### src/rtl/mem_port_arbiter.sv
// mem_port_arbiter: round-robin share of the memory controller port
// between the fetch unit and the load/store unit.
module mem_port_arbiter #(
  parameter int ADDR_W  = 24,
  parameter int TIMEOUT = 15
) (
  input  logic              clk,
  input  logic              rst_n,
  input  logic              if_req,
  input  logic [ADDR_W-1:0] if_addr,
  output logic              if_gnt,
  output logic              if_rvalid,
  output logic [31:0]       if_rdata,
  output logic              if_err,
  input  logic              ls_req,
  input  logic              ls_we,
  input  logic [ADDR_W-1:0] ls_addr,
  input  logic [31:0]       ls_wdata,
  input  logic [1:0]        ls_mode,
  output logic              ls_gnt,
  output logic              ls_rvalid,
  output logic [31:0]       ls_rdata,
  output logic              ls_err,
  output logic [ADDR_W-1:0] mc_addr,
  output logic              mc_we,
  output logic [31:0]       mc_wdata,
  output logic [1:0]        mc_mode,
  output logic              mc_enable,
  input  logic [31:0]       mc_rdata,
  input  logic              mc_op_r
);

  typedef enum logic [1:0] {
    IDLE,
    ISSUE,
    WAIT,
    RESP
  } state_t;

  localparam logic [7:0] TO_LAST = 8'(TIMEOUT - 1);

  state_t      state;
  state_t      state_nx;
  logic        owner;
  logic        last_owner;
  logic        win;
  logic        win_ls;
  logic        tmo;
  logic        fin;
  logic [7:0]  cnt;
  logic [31:0] rd_val;
  logic [1:0]  ls_mode_fw;

  assign tmo        = (cnt == TO_LAST);
  assign fin        = (state == WAIT) && (mc_op_r || tmo);
  assign rd_val     = (mc_op_r && !mc_we) ? mc_rdata : 32'h0;
  assign ls_mode_fw = (ls_mode == 2'b11) ? 2'b00 : ls_mode;

  assign mc_enable = (state == ISSUE);
  assign if_gnt    = (state == ISSUE) && !owner;
  assign ls_gnt    = (state == ISSUE) && owner;
  assign if_rvalid = (state == RESP) && !owner;
  assign ls_rvalid = (state == RESP) && owner;

  // state register
  always_ff @(posedge clk or negedge rst_n) begin
    if (!rst_n) state <= IDLE;
    else        state <= state_nx;
  end

  // next state and round-robin arbitration
  always_comb begin
    state_nx = state;
    win      = 1'b0;
    win_ls   = 1'b0;
    unique case (state)
      IDLE, RESP: begin
        state_nx = IDLE;
        if (if_req || ls_req) begin
          win      = 1'b1;
          win_ls   = ls_req && (!if_req || !last_owner);
          state_nx = ISSUE;
        end
      end
      ISSUE: state_nx = WAIT;
      WAIT:  if (mc_op_r || tmo) state_nx = RESP;
      default: state_nx = IDLE;
    endcase
  end

  // latched request fields, owner tracking and timeout counter
  always_ff @(posedge clk or negedge rst_n) begin
    if (!rst_n) begin
      owner      <= 1'b0;
      last_owner <= 1'b0;
      mc_addr    <= '0;
      mc_we      <= 1'b0;
      mc_wdata   <= '0;
      mc_mode    <= '0;
      cnt        <= '0;
    end else begin
      if (win) begin
        owner      <= win_ls;
        last_owner <= win_ls;
        mc_addr    <= win_ls ? ls_addr : if_addr;
        mc_we      <= win_ls && ls_we;
        mc_wdata   <= win_ls ? ls_wdata : 32'h0;
        mc_mode    <= win_ls ? ls_mode_fw : 2'b00;
      end else if (state_nx == IDLE) begin
        mc_we <= 1'b0;
      end
      if (state == ISSUE)     cnt <= '0;
      else if (state == WAIT) cnt <= cnt + 8'd1;
    end
  end

  // per-requester response data, untouched for the non-owner
  always_ff @(posedge clk or negedge rst_n) begin
    if (!rst_n) begin
      if_rdata <= '0;
      if_err   <= 1'b0;
      ls_rdata <= '0;
      ls_err   <= 1'b0;
    end else if (fin) begin
      if (owner) begin
        ls_rdata <= rd_val;
        ls_err   <= !mc_op_r;
      end else begin
        if_rdata <= rd_val;
        if_err   <= !mc_op_r;
      end
    end
  end

endmodule

### config.mk
export PLATFORM = sky130hd
export DESIGN_NAME = mem_port_arbiter
export DESIGN_NICKNAME = d
export VERILOG_FILES = /design/src/rtl/mem_port_arbiter.sv
export SDC_FILE = /design/constraint.sdc
export NUM_CORES = 1
export LEC_CHECK = 0
export ABC_AREA = 1
export BUFFER_PORTS_ARGS = -buffer_cell sky130_fd_sc_hd__buf_4
export CAP_MARGIN = 20
export CORE_MARGIN = 3
export CORE_UTILIZATION = 25
export CTS_CLUSTER_DIAMETER = 50
export DETAILED_ROUTE_END_ITERATION = 10
export GPL_TIMING_DRIVEN = 0
export HOLD_SLACK_MARGIN = 0.15
export SLEW_MARGIN = 20
export SYNTH_ARGS = -nofsm -noshare
export SYNTH_HDL_FRONTEND = slang
export SYNTH_SLANG_ARGS = --single-unit
export TNS_END_PERCENT = 30
### constraint.sdc
create_clock -name clk -period 1.8 [get_ports clk]
set_input_delay 0.36 -clock clk [delete_from_list [all_inputs] [get_ports clk]]
set_output_delay 0.36 -clock clk [all_outputs]
set_load 0.005 [all_outputs]
# --- Yosys cells after proc, flatten, opt, wreduce, memory -nomap -nowiden ---
# Index checks and enable logic that the tools add are counted.
classes:
  add_sub_neg: 1
  eq_ne: 5
  n_mux: 16
  bitwise_logic: 1
  n_reduce_logical: 22
ops:
  columns: ["operator", "count"]
  rows:
  - ["$mux 32", 2]
  - ["$mux 24", 1]
  - ["$mux 8", 2]
  - ["$add 8x1->8 const B", 1]
  - ["$eq 8x4->1 const B", 1]
  - ["$logic_and 1x1->1", 8]
  - ["$mux 1", 7]
  - ["$eq 2x2->1 const B", 3]
  - ["$mux 2", 3]
  - ["$pmux 2 s3", 1]
  - ["$logic_not 1->1", 4]
  - ["$logic_not 2->1", 2]
  - ["$reduce_and 2->1", 2]
  - ["$reduce_bool 2->1", 2]
  - ["$logic_or 1x1->1", 3]
  - ["$eq 2x1->1 const B", 1]
  - ["$reduce_or 2->1", 1]
  - ["$not 1->1", 1]
totals:
  register_bits: 136
  inputBits: 120
  output_inout_bits: 130
  elab_cells: 56

# --- Logic depth before layout (Yosys ltp) ---
depth:
  depth_word: 7
  depth_mapped: 10
  depth_no_buf: 9

# --- Worst setup path before layout ---
# OpenSTA, ideal clock, no wires.
synth_path:
  path_kind: "flip-flop to flip-flop"
  startpoint: "register state[0]"
  endpoint: "register mc_wdata[4]"
  setup_ns: 0.120
  arrival_ns: 1.441
  required_ns: 1.680
  path_slack_ns: 0.239
  path_stages_with_launch: 10
  path_buffers: 3
  synth_period_minus_slack_ns: 1.561
  path_cell_list: "dfrtp_1 > inv_1 > ha_1 > inv_2 > buf_6 > nor2_4 > buf_4 > buf_4 > nand2_1 > nand2_1"
synth_via:
  elab_chain_len: 4
  elab_cells_between_ends: 6
  classes_between: "eq/ne (1); mux (3); reduce/logical (2)"
synth_lines:
  columns: ["element", "line", "rtl"]
  rows:
  - ["start: declaration", "42", "state_t state;"]
  - ["start signal: assignment", "68", "else state <= state_nx;"]
  - ["$eq 2x2->1 / $logic_not 2->1 (equally long branches)", "76", "unique case (state)"]
  - ["$reduce_or 2->1 *", "76", null]
  - ["$mux 1", "76", null]
  - ["$mux 32", "107", "mc_wdata <= win_ls ? ls_wdata : 32'h0;"]
  - ["end signal: assignment", "107", null]
  - ["end: declaration", "26", "output logic [31:0] mc_wdata,"]
# Mark *: on every way between the ends. The rest lies on a longest branch, timed or not.
# A chain may end at the register's enable or synchronous reset.

# --- Worst setup path in the final report ---
layout_path:
  startpoint: "register state[1]"
  endpoint: "output port if_rvalid"
layout_via:
  elab_chain_len: 2
layout_lines:
  columns: ["element", "line", "rtl"]
  rows:
  - ["$eq 2x2->1", "62", "assign if_rvalid = (state == RESP) && !owner;"]
  - ["$logic_and 1x1->1", "62", null]
  - ["end: declaration", "12", "output logic if_rvalid,"]
# No other way between the ends.

==> metrics.yaml <==
status:
  status: "finished clean"
grt:
  grt_max_degree: 71
  gr-usage-all-layers_pct: 16.0
  first_global_vias: 6163
  grt_first_pass_wirelength_mm: 33.1
  antenna_found_initial: 0
  gr-total-overflow: 0
clock_network:
  cts_made_buffers: 17
  clk_latency_ns: 0.42
  cts-root-buf: "clkbuf_16"
  cts_tree: "done"
  cts.sinks: 136
  clkTransAtPathRegs_ns: 0.07
  cts_buffer_depth: 2
  htreeDepth: 4
route:
  final_antenna_net_count: 0
  viasPerCell: 4.45
  via_count: 6102
  drc_errors: 0
  wl_per_cell_um: 15.7
  first_pass_iters: 5
  finalWirelength_mm: 21.4
  drtIter0Drc: 251
cells_and_area:
  syn2layout_area_growth_pct: 55.6
  seqCellArea_um2: 3410
  layout.nets: 1163
  n_antenna_cell: 0
  layout_common_cells: "buf_4 (264), nand2_1 (219), dfrtp_1 (134)"
  multiInputGateArea_um2: 2320
  final_common_cell: "buf_4"
  fin_cells: 1370
  final_area_um2: 9540
  drive_gt1_share_pct: 32.4
  utilization_pct: 40.2
  n_fill_cell: 2414
worst_setup_path:
  reg2regPathDepth: 8
  crit_type: "reg -> out"
  cp-end-kind: "output port"
  cp.arrival_ns: 1.39
  required_ns: 1.44
  crit_family: "flip-flops"
  cpMaxStageDelayCell: "dfrtp_1"
  crit_path_frequent_cell: "buf_4"
  worst_setup_path_start_kind: "flop"
  path_cells: "buf_4, ha_2, inv_1, nor2_1, buf_4"
  max_stage_delay_ns: 0.43
  path_depth: 5
  critPathMaxFanout: 3
  cp_num_buf_inv: 3
sta:
  fin_crit_sh_pct: 97.5
  hold_viol_final: 0
  rsz0062_at_grt: "true"
  final-setup-viol-count: 0
  fin_skew_ns: 0.0139
  slew_violations: 0
  fin_ws_ns: 0.0459
  max_slew_margin_pct: 59.3
  tightest_slew_ns: 0.610
  layout_min_cycle_time_ns: 1.75
  fmax_mhz: 570
yosys:
  synth_xor_area_share_pct: 0
  synthSimpleGateAreaFrac_pct: 26.0
  synthTopCellsByArea: "dfrtp_1 (55%), nand2_1 (13%), o21ai_0 (7.3%), nand4_1 (6.9%), nor2_1 (4.4%)"
  yosys_warnings: 0
  syn_nets: 856
  syn_area_um2: 6130
  synth-seq-area-share_pct: 55.5
  synth.distinct_cells: 25
  synthAdderAreaFrac_pct: 1.02
  synth_compound_area_share_pct: 10.1
  yosys_register_bits: 136
  synth_largest_area_cell: "dfrtp_1"
  synth_top_area_share_pct: 55.5
  syn_inst: 731
  synth_top_family_by_area: "simple AND/OR/NAND/NOR gates"
  muxShareOfSynthArea_pct: 0
  avgSynthCellArea_um2: 8.39
die:
  die_area_um2: 26400
  die_h_um: 163
  initial_core_util_pct: 25.8
  core_um2: 23800
  fp.dieW_um: 163
  rows: 56
  io_pins: 250
placement:
  detailed_place_hpwl_mm: 15.8
  dp_slack_ns: -0.293
  place.gp.congestion: 0.857
  place_inst: 1300
  port_buffers: 249
  dpl_cell_area_um2: 8440
pwr:
  ir_drop_v: 0.000673
  total_leakage_power_uw: 0.00505
  powerDensity_nw_per_um2: 1650
min_path:
  hold_path.class: "in -> reg"
  hold_path_depth: 3
run:
  maxCapViolations: 0
## cell usage after synthesis, drive strengths merged
cell type  instances
o31ai              2
nand4             68
clkbuf            23
nor2              75
nand2            219
o21ai            111
buf               31
ha                 5
inv               48
clkinv             1
dfrtp            136
o21bai             3
nand3              7
a21oi              2
## per-layer routing
layer | wire [µm] | GRT usage, % | vias to the layer above
met5 | 0 | 0 | -
met4 | 474 | 5.81 | 0
met3 | 2140 | 6.10 | 26
met2 | 9720 | 25.4 | 245
met1 | 9110 | 19.9 | 2815
li1 | - | - | 3016
## final timing paths
check                        startpoint            to  slack (ns)
min                        ls_wdata[24]  mc_wdata[24]        0.17
min reg2reg                      if_err        if_err        0.47
max                            state[1]     if_rvalid        0.05
min in group asynchronous         rst_n  if_rdata[28]        0.50
max in group asynchronous         rst_n    last_owner        0.55
max reg2reg                    state[0]   mc_addr[15]        0.08
## state kept, by name, indices dropped and copies added (netlist names)
name        count
mc_addr        24
state           2
cnt             8
if_err          1
mc_wdata       32
mc_mode         2
mc_we           1
last_owner      1
if_rdata       32
ls_rdata       32
ls_err          1
## where the power goes
group / leakage, µW / switching (µW) / internal, µW
registers: 0.00177 / 814 / 4350
clock network: 0.000290 / 1420 / 2190
logic: 0.00300 / 3760 / 3170
## cell type report
class / count / share of cell area [%]
Tap cell: 319 / 4.18
Buffer: 51 / 3.38
Clock inverter: 14 / 1.85
Timing Repair Buffer: 291 / 24.1
Inverter: 49 / 1.95
Multi-Input combinational cell: 492 / 24.3
Clock buffer: 18 / 4.50
Sequential cell: 136 / 35.7
## stage by stage
step	TNS [ns]	hold WS, ns	power, µW
after global placement	-42.93	0.456	11700
after global routing	-0.236	0.162	16900
after floorplan	0	0.0644	8170
after CTS	-0.150	0.156	15600
final	0	0.168	15700
after detailed placement	-5.84	0.364	11800
## tightest hold or removal path: cells and delay by family
kind	cells	cell delay (ns)
AND/OR/NAND/NOR	2	0.10
buffers and inverters	1	0.07
## timing repair
action / 4_1_cts / 5_1_grt
cloned: 0 / 0
hold buffers: 30 / 0
pin swaps: 3 / 5
endpoints found under the setup margin: 80 / 131
setup buffers: 3 / 8
gates resized for setup: 12 / 37
hold endpoints to repair: 98 / 0
## kinds of logic (layout without fill, tap and decap cells)
group / count (synthesis) / after routing
DFF: 136 / 136
buffers and inverters: 103 / 423
AOI/OAI and AO/OA: 118 / 118
adders and majority gates: 5 / 5
and+or+nand+nor: 369 / 369
(Power assumes the default switching activity.)
